`config.mk`:
```
export PLATFORM = sky130hd
export DESIGN_NAME = led_fade_controller
export DESIGN_NICKNAME = d
export VERILOG_FILES = /design/src/rtl/led_fade_controller.sv
export SDC_FILE = /design/constraint.sdc
export NUM_CORES = 1
export LEC_CHECK = 0
export ABC_AREA = 1
export BUFFER_PORTS_ARGS = -buffer_cell sky130_fd_sc_hd__buf_2
export CAP_MARGIN = 20
export CORE_ASPECT_RATIO = 0.6
export CORE_UTILIZATION = 58
export CTS_CLUSTER_SIZE = 40
export DETAILED_ROUTE_END_ITERATION = 7
export GPL_ROUTABILITY_DRIVEN = 0
export MAX_ROUTING_LAYER = met4
export PLACE_DENSITY = 0.81
export SLEW_MARGIN = 30
export SYNTH_ARGS = -nofsm -noshare
export SYNTH_HDL_FRONTEND = slang
export SYNTH_SLANG_ARGS = --single-unit
export TNS_END_PERCENT = 1
```
`constraint.sdc`:
```
create_clock -name clk_50 -period 3 [get_ports clk_50]
set_input_delay 0 -clock clk_50 [delete_from_list [all_inputs] [get_ports clk_50]]
set_output_delay 0 -clock clk_50 [all_outputs]
set_load 0.02 [all_outputs]
```
`src/rtl/led_fade_controller.sv`:
```
// led_fade_controller
// Brightness trajectory sequencer feeding the PWM stage duty input.
// Accepts fade / breathe commands on a valid/ready handshake and walks
// an 8-bit duty level one LSB per step, with steps paced by a free-running
// prescaler tick and a per-command tick count.

module led_fade_controller #(
  parameter logic [31:0] TICK_DIV      = 32'd100000,
  parameter logic [7:0]  DEFAULT_LEVEL = 8'h00
) (
  input  logic       clk_50,
  input  logic       reset,
  input  logic       cmd_valid,
  output logic       cmd_ready,
  input  logic [7:0] cmd_target,
  input  logic [7:0] cmd_step_ticks,
  input  logic       cmd_breathe,
  output logic [7:0] pwm_width,
  output logic       busy,
  output logic       done
);

  typedef enum logic [1:0] {
    ST_IDLE    = 2'd0,
    ST_FADE    = 2'd1,
    ST_BREATHE = 2'd2
  } state_t;

  state_t      r_state;
  state_t      w_state_next;
  logic [31:0] r_presc;
  logic [7:0]  r_step_cnt;
  logic [7:0]  r_target;
  logic [7:0]  r_step_ticks;
  logic [7:0]  r_lo;
  logic [7:0]  r_hi;
  logic        r_up;
  logic [7:0]  r_width;
  logic        r_done;

  logic        w_tick;
  logic        w_accept;
  logic        w_jump;
  logic        w_step_due;
  logic        w_step;
  logic [7:0]  w_fade_next;
  logic [7:0]  w_breathe_next;
  logic        w_breathe_up_next;

  assign w_tick     = (r_presc == (TICK_DIV - 32'd1));
  assign w_accept   = cmd_valid & cmd_ready;
  // A fade that needs no stepping completes on the accept edge itself.
  assign w_jump     = ~cmd_breathe & ((cmd_step_ticks == 8'd0) | (cmd_target == r_width));
  // step_ticks == 0 means every tick is a step.
  assign w_step_due = (r_step_ticks == 8'd0) | (r_step_cnt == (r_step_ticks - 8'd1));
  assign w_step     = w_tick & w_step_due & ~w_accept;

  // Free-running prescaler, wraps at TICK_DIV-1; never disturbed by commands.
  always_ff @(posedge clk_50) begin
    if (reset) begin
      r_presc <= 32'd0;
    end else if (w_tick) begin
      r_presc <= 32'd0;
    end else begin
      r_presc <= r_presc + 32'd1;
    end
  end

  // One-LSB move toward the fade target; the compare clamps it so it never wraps.
  always_comb begin
    w_fade_next = r_width;
    if (r_width < r_target) begin
      w_fade_next = r_width + 8'd1;
    end else if (r_width > r_target) begin
      w_fade_next = r_width - 8'd1;
    end else begin
      w_fade_next = r_width;
    end
  end

  // Breathe step: flip direction at a bound without moving, or jump between bounds when step_ticks is 0.
  always_comb begin
    w_breathe_next    = r_width;
    w_breathe_up_next = r_up;
    if (r_step_ticks == 8'd0) begin
      if (r_up) begin
        w_breathe_next    = r_hi;
        w_breathe_up_next = 1'b0;
      end else begin
        w_breathe_next    = r_lo;
        w_breathe_up_next = 1'b1;
      end
    end else if (r_up) begin
      if (r_width == r_hi) begin
        w_breathe_up_next = 1'b0;
      end else begin
        w_breathe_next = r_width + 8'd1;
      end
    end else begin
      if (r_width == r_lo) begin
        w_breathe_up_next = 1'b1;
      end else begin
        w_breathe_next = r_width - 8'd1;
      end
    end
  end

  // FSM state register.
  always_ff @(posedge clk_50) begin
    if (reset) begin
      r_state <= ST_IDLE;
    end else begin
      r_state <= w_state_next;
    end
  end

  // FSM next-state: accepts in IDLE/BREATHE, FADE exits on the step that lands on target.
  always_comb begin
    w_state_next = r_state;
    case (r_state)
      ST_IDLE, ST_BREATHE: begin
        if (w_accept) begin
          if (cmd_breathe) begin
            w_state_next = ST_BREATHE;
          end else if (w_jump) begin
            w_state_next = ST_IDLE;
          end else begin
            w_state_next = ST_FADE;
          end
        end else begin
          w_state_next = r_state;
        end
      end
      ST_FADE: begin
        if (w_step && (w_fade_next == r_target)) begin
          w_state_next = ST_IDLE;
        end else begin
          w_state_next = ST_FADE;
        end
      end
      default: w_state_next = ST_IDLE;
    endcase
  end

  // FSM outputs: handshake and busy derive directly from the registered state.
  always_comb begin
    cmd_ready = (r_state != ST_FADE);
    busy      = (r_state != ST_IDLE);
    pwm_width = r_width;
    done      = r_done;
  end

  // Command latch, step counter and duty trajectory; an accept overrides a coincident tick.
  always_ff @(posedge clk_50) begin
    if (reset) begin
      r_target     <= 8'd0;
      r_step_ticks <= 8'd0;
      r_step_cnt   <= 8'd0;
      r_lo         <= 8'd0;
      r_hi         <= 8'd0;
      r_up         <= 1'b1;
      r_width      <= DEFAULT_LEVEL;
      r_done       <= 1'b0;
    end else begin
      r_done <= 1'b0;
      if (w_accept) begin
        r_target     <= cmd_target;
        r_step_ticks <= cmd_step_ticks;
        r_step_cnt   <= 8'd0;
        if (cmd_breathe) begin
          if (cmd_target > r_width) begin
            r_lo <= r_width;
            r_hi <= cmd_target;
            r_up <= 1'b1;
          end else begin
            r_lo <= cmd_target;
            r_hi <= r_width;
            r_up <= 1'b0;
          end
        end else if (w_jump) begin
          r_width <= cmd_target;
          r_done  <= 1'b1;
        end
      end else if (w_tick && (r_state != ST_IDLE)) begin
        if (w_step_due) begin
          r_step_cnt <= 8'd0;
          if (r_state == ST_FADE) begin
            r_width <= w_fade_next;
            r_done  <= (w_fade_next == r_target);
          end else begin
            r_width <= w_breathe_next;
            r_up    <= w_breathe_up_next;
          end
        end else begin
          r_step_cnt <= r_step_cnt + 8'd1;
        end
      end
    end
  end

endmodule

```
==> summary.md <==
| Metric | Value |
|---|---|
| CTS buffer count | `9` |
| Root Driver | `clkbuf_16` |
| Worst hold start | `cmd_target[4]` |
| CTS tree | `built` |
| Most frequent cells in the layout | `216 x nand2_1, 94 x inv_1, 94 x nor2_1` |
| Relative slew slack | `0.530` |
| Met2 WL | `6.40 mm` |
| WL/cell | `15.4 µm` |
| CP Max Fanout | `18` |
| Clock slew at reported path FFs | `~0.070 ns` |
| Setup violators final | `0` |
| R2R cell count | `14` |
| Reg-to-reg slack, setup | `0.33 ns` |
| Skew-Pair Late Insertion Delay | `0.35 ns` |
| First-pass GRT wire length | `approximately 27 mm` |
| Post-synthesis sequential area ratio | `0.290` |
| Hold path cells | `3` |
| Starting Density | `0.614` |
| Initial drt markers | `just under 700` |
| Arr. time, crit path | `2.95 ns` |
| Mean Syn Cell Area | `6.43 µm²` |
| YS warnings | `0` |
| Die Wd | `131 µm` |
| Post-layout min period | `2.67 ns` |
| Initial antenna violation count | `0` |
| Row count | `27` |
| Largest net degree at the start of global routing | `34` |
| Area share of the largest cell type after synthesis | `0.290` |
| Hpwl dp | `12.2 mm` |
| Maxcap violations | `0` |
| Outcome | `finished with violations` |
| Height of the die | `79.4 µm` |
| GR Util All Layers | `0.349` |
| Crit path required time | `3.28 ns` |
| FF+latch count, synth | `84` |
| Hold_ws | `-0.00192 ns` |
| CTS H-Tree Depth | `3` |
| DR DRC count | `0` |
| Area delta synth->final | `12.5%` |
| Routed via count | `6208` |
| Peak Freq | `375 MHz` |
| CP endpoint kind | `register` |
| Post-synth EDFFs | `0` |
| Final ANT Viol Nets | `0` |
| Drt total wl | `about 17 mm` |
| Hold WC Path Type | `primary input to register` |
| Longest Clk Path Bufs | `2` |
| Layout cells sized above 1 | `0.114` |
| Commonest non-fill, non-tap cell in the layout | `nand2_1` |
| Core ar. | `between 9000 and 10000 µm²` |
| Drt via density | `5.78` |
| Syn Nets | `943` |
| Die area | `10400 µm²` |
| Worst R2R End | `done` |
| TritonRoute pass-1 iters | `5` |
| Unrepaired setup endpoints after global routing | `no` |
| ANT cells | `0` |
| WL met3 | `between 1.5 and 2 mm` |
| Worst Setup Start Kind | `register` |
| Worst Tran Pin Value | `~0.7 ns` |
| Library cells used by synthesis | `46` |
| Cells after synthesis | `901` |
| Hold Path End | `r_hi[4]` |
| Pwr/cell area | `533 nW/µm²` |
| R2R Path Start | `pwm_width[5]` |
| Yosys top cell by area | `dfxtp_1` |
| Grt ovf | `0` |
| Worst Clk Skew | `about 0.01 ns` |
| Post-CTS setup buffers | `0` |
| Top layer in use | `met4` |
| Ys flop type | `dfxtp_1` |
| Post-synthesis async set-or-reset flop share | `0` |
| Fin crit share | `0.889` |
| Final Hold Vio Count | `1` |
| Nets | `981` |
| Top cells by area, synth | `dfxtp_1 29%, nand2_1 14%, inv_1 6.1%, nor2_1 6.1%, a21oi_1 5.7%` |
| Vias in the first global route | `5465` |
| Wl on met1 | `7.93 mm` |
| WS Path Type | `register to register` |
| Synthesized area | `5790 µm²` |
| Port bufs | `30` |
| # IOs | `31` |
| Setup Total Neg Slack | `0 ns` |
| P_leak | `approximately 2.7 nW` |
| Final Max Tran Viols | `0` |
| Failing checks | `hold timing` |
| Max VDD drop | `0.000353 V` |
| CTS Sinks | `84` |
per-layer routing:
metal | up-vias | global-route usage
met5 | - | -
met3 | 19 | 0.103
li1 | 3060 | -
met4 | 0 | 0.0828
met1 | 2785 | 0.506
met2 | 344 | 0.464
report_power, final:
part	switching, mW	internal [mW]	total [mW]
Sequential	0.0652	1.16	1.23
Combinational	0.668	0.340	1.01
Clock	0.481	0.752	1.23
Total	1.21	2.25	3.47
repair_timing:
action                     in CTS  in global routing
hold buffers                   13                  0
hold endpoints to repair       13                  0
gates resized for setup         0                  1
setup endpoints to repair       0                  2
worst max path at each step:
stage,from,endpoint,slack [ns],cells after the start
global placement,pwm_width[0],done,0.34,17
CTS,pwm_width[0],done,0.31,17
floorplan,pwm_width[0],r_state[0],0.75,20
global route,pwm_width[3],done,0.12,16
finish,pwm_width[5],done,0.33,14
detailed placement,pwm_width[0],done,0.32,17
cell usage after synthesis, types with 5 or more instances:
master / count
xor2_1: 15
o22ai_1: 7
clkbuf_1: 13
ha_1: 22
o21ai_0: 57
nor3b_1: 7
inv_2: 14
nand2_1: 217
nand4_1: 37
nor3_1: 14
buf_2: 8
o211ai_1: 5
nor2_4: 5
nor2_1: 94
dfxtp_1: 84
o21ai_1: 5
xnor2_1: 12
nor2_2: 8
inv_1: 94
nor4_1: 7
nand3_1: 61
a21oi_1: 66
cell type report:
type	instances	area (µm²)
multi-input combinational	678	3560
clock buffer	10	239
timing repair buffer	55	370
tap	130	163
sequential	84	1680
inverter	111	417
fill	850	2910
clock inverter	6	86.3
metrics by stage:
step	setup WS [ns]	util	area [µm²]	std cells	power (mW)
5_1_grt	0.121	0.691	6510	1074	3.64
4_1_cts	0.312	0.691	6510	1074	3.43
6_report	0.333	0.691	6510	1074	3.47
3_5_place_dp	0.323	0.643	6060	1045	2.20
3_3_place_gp	0.344	0.643	6060	1045	2.19
2_1_floorplan	0.748	-	5790	901	1.96
logic make-up after synthesis:
family	share of synthesized area
simple gates	0.383
compound gates	0.142
buf+inv	0.0957
flops	0.290
xor+xnor	0.0408
fa+ha+maj	0.0475
registers in the layout (all words and copies together), names as in the netlist, 2 cells and up:
signal,flops
r_presc,32
pwm_width,8
r_hi,8
r_lo,8
r_step_cnt,8
r_step_ticks,8
r_target,8
r_state,2
critical path, cell delays in order (launching register included):
cell and delay, ns:
dfxtp_1 0.52, ha_1 0.31, a21oi_1 0.15, nor2_1 0.05, nor2_1 0.21, nand2_2 0.25
inv_1 0.22, nand2_1 0.10, nand3_1 0.12, nand2_1 0.06, nand2_1 0.08, nand3_1 0.07
nor2_1 0.19, nand4_1 0.12, a21oi_1 0.14
Note: power is estimated with default switching activity, not from simulation.
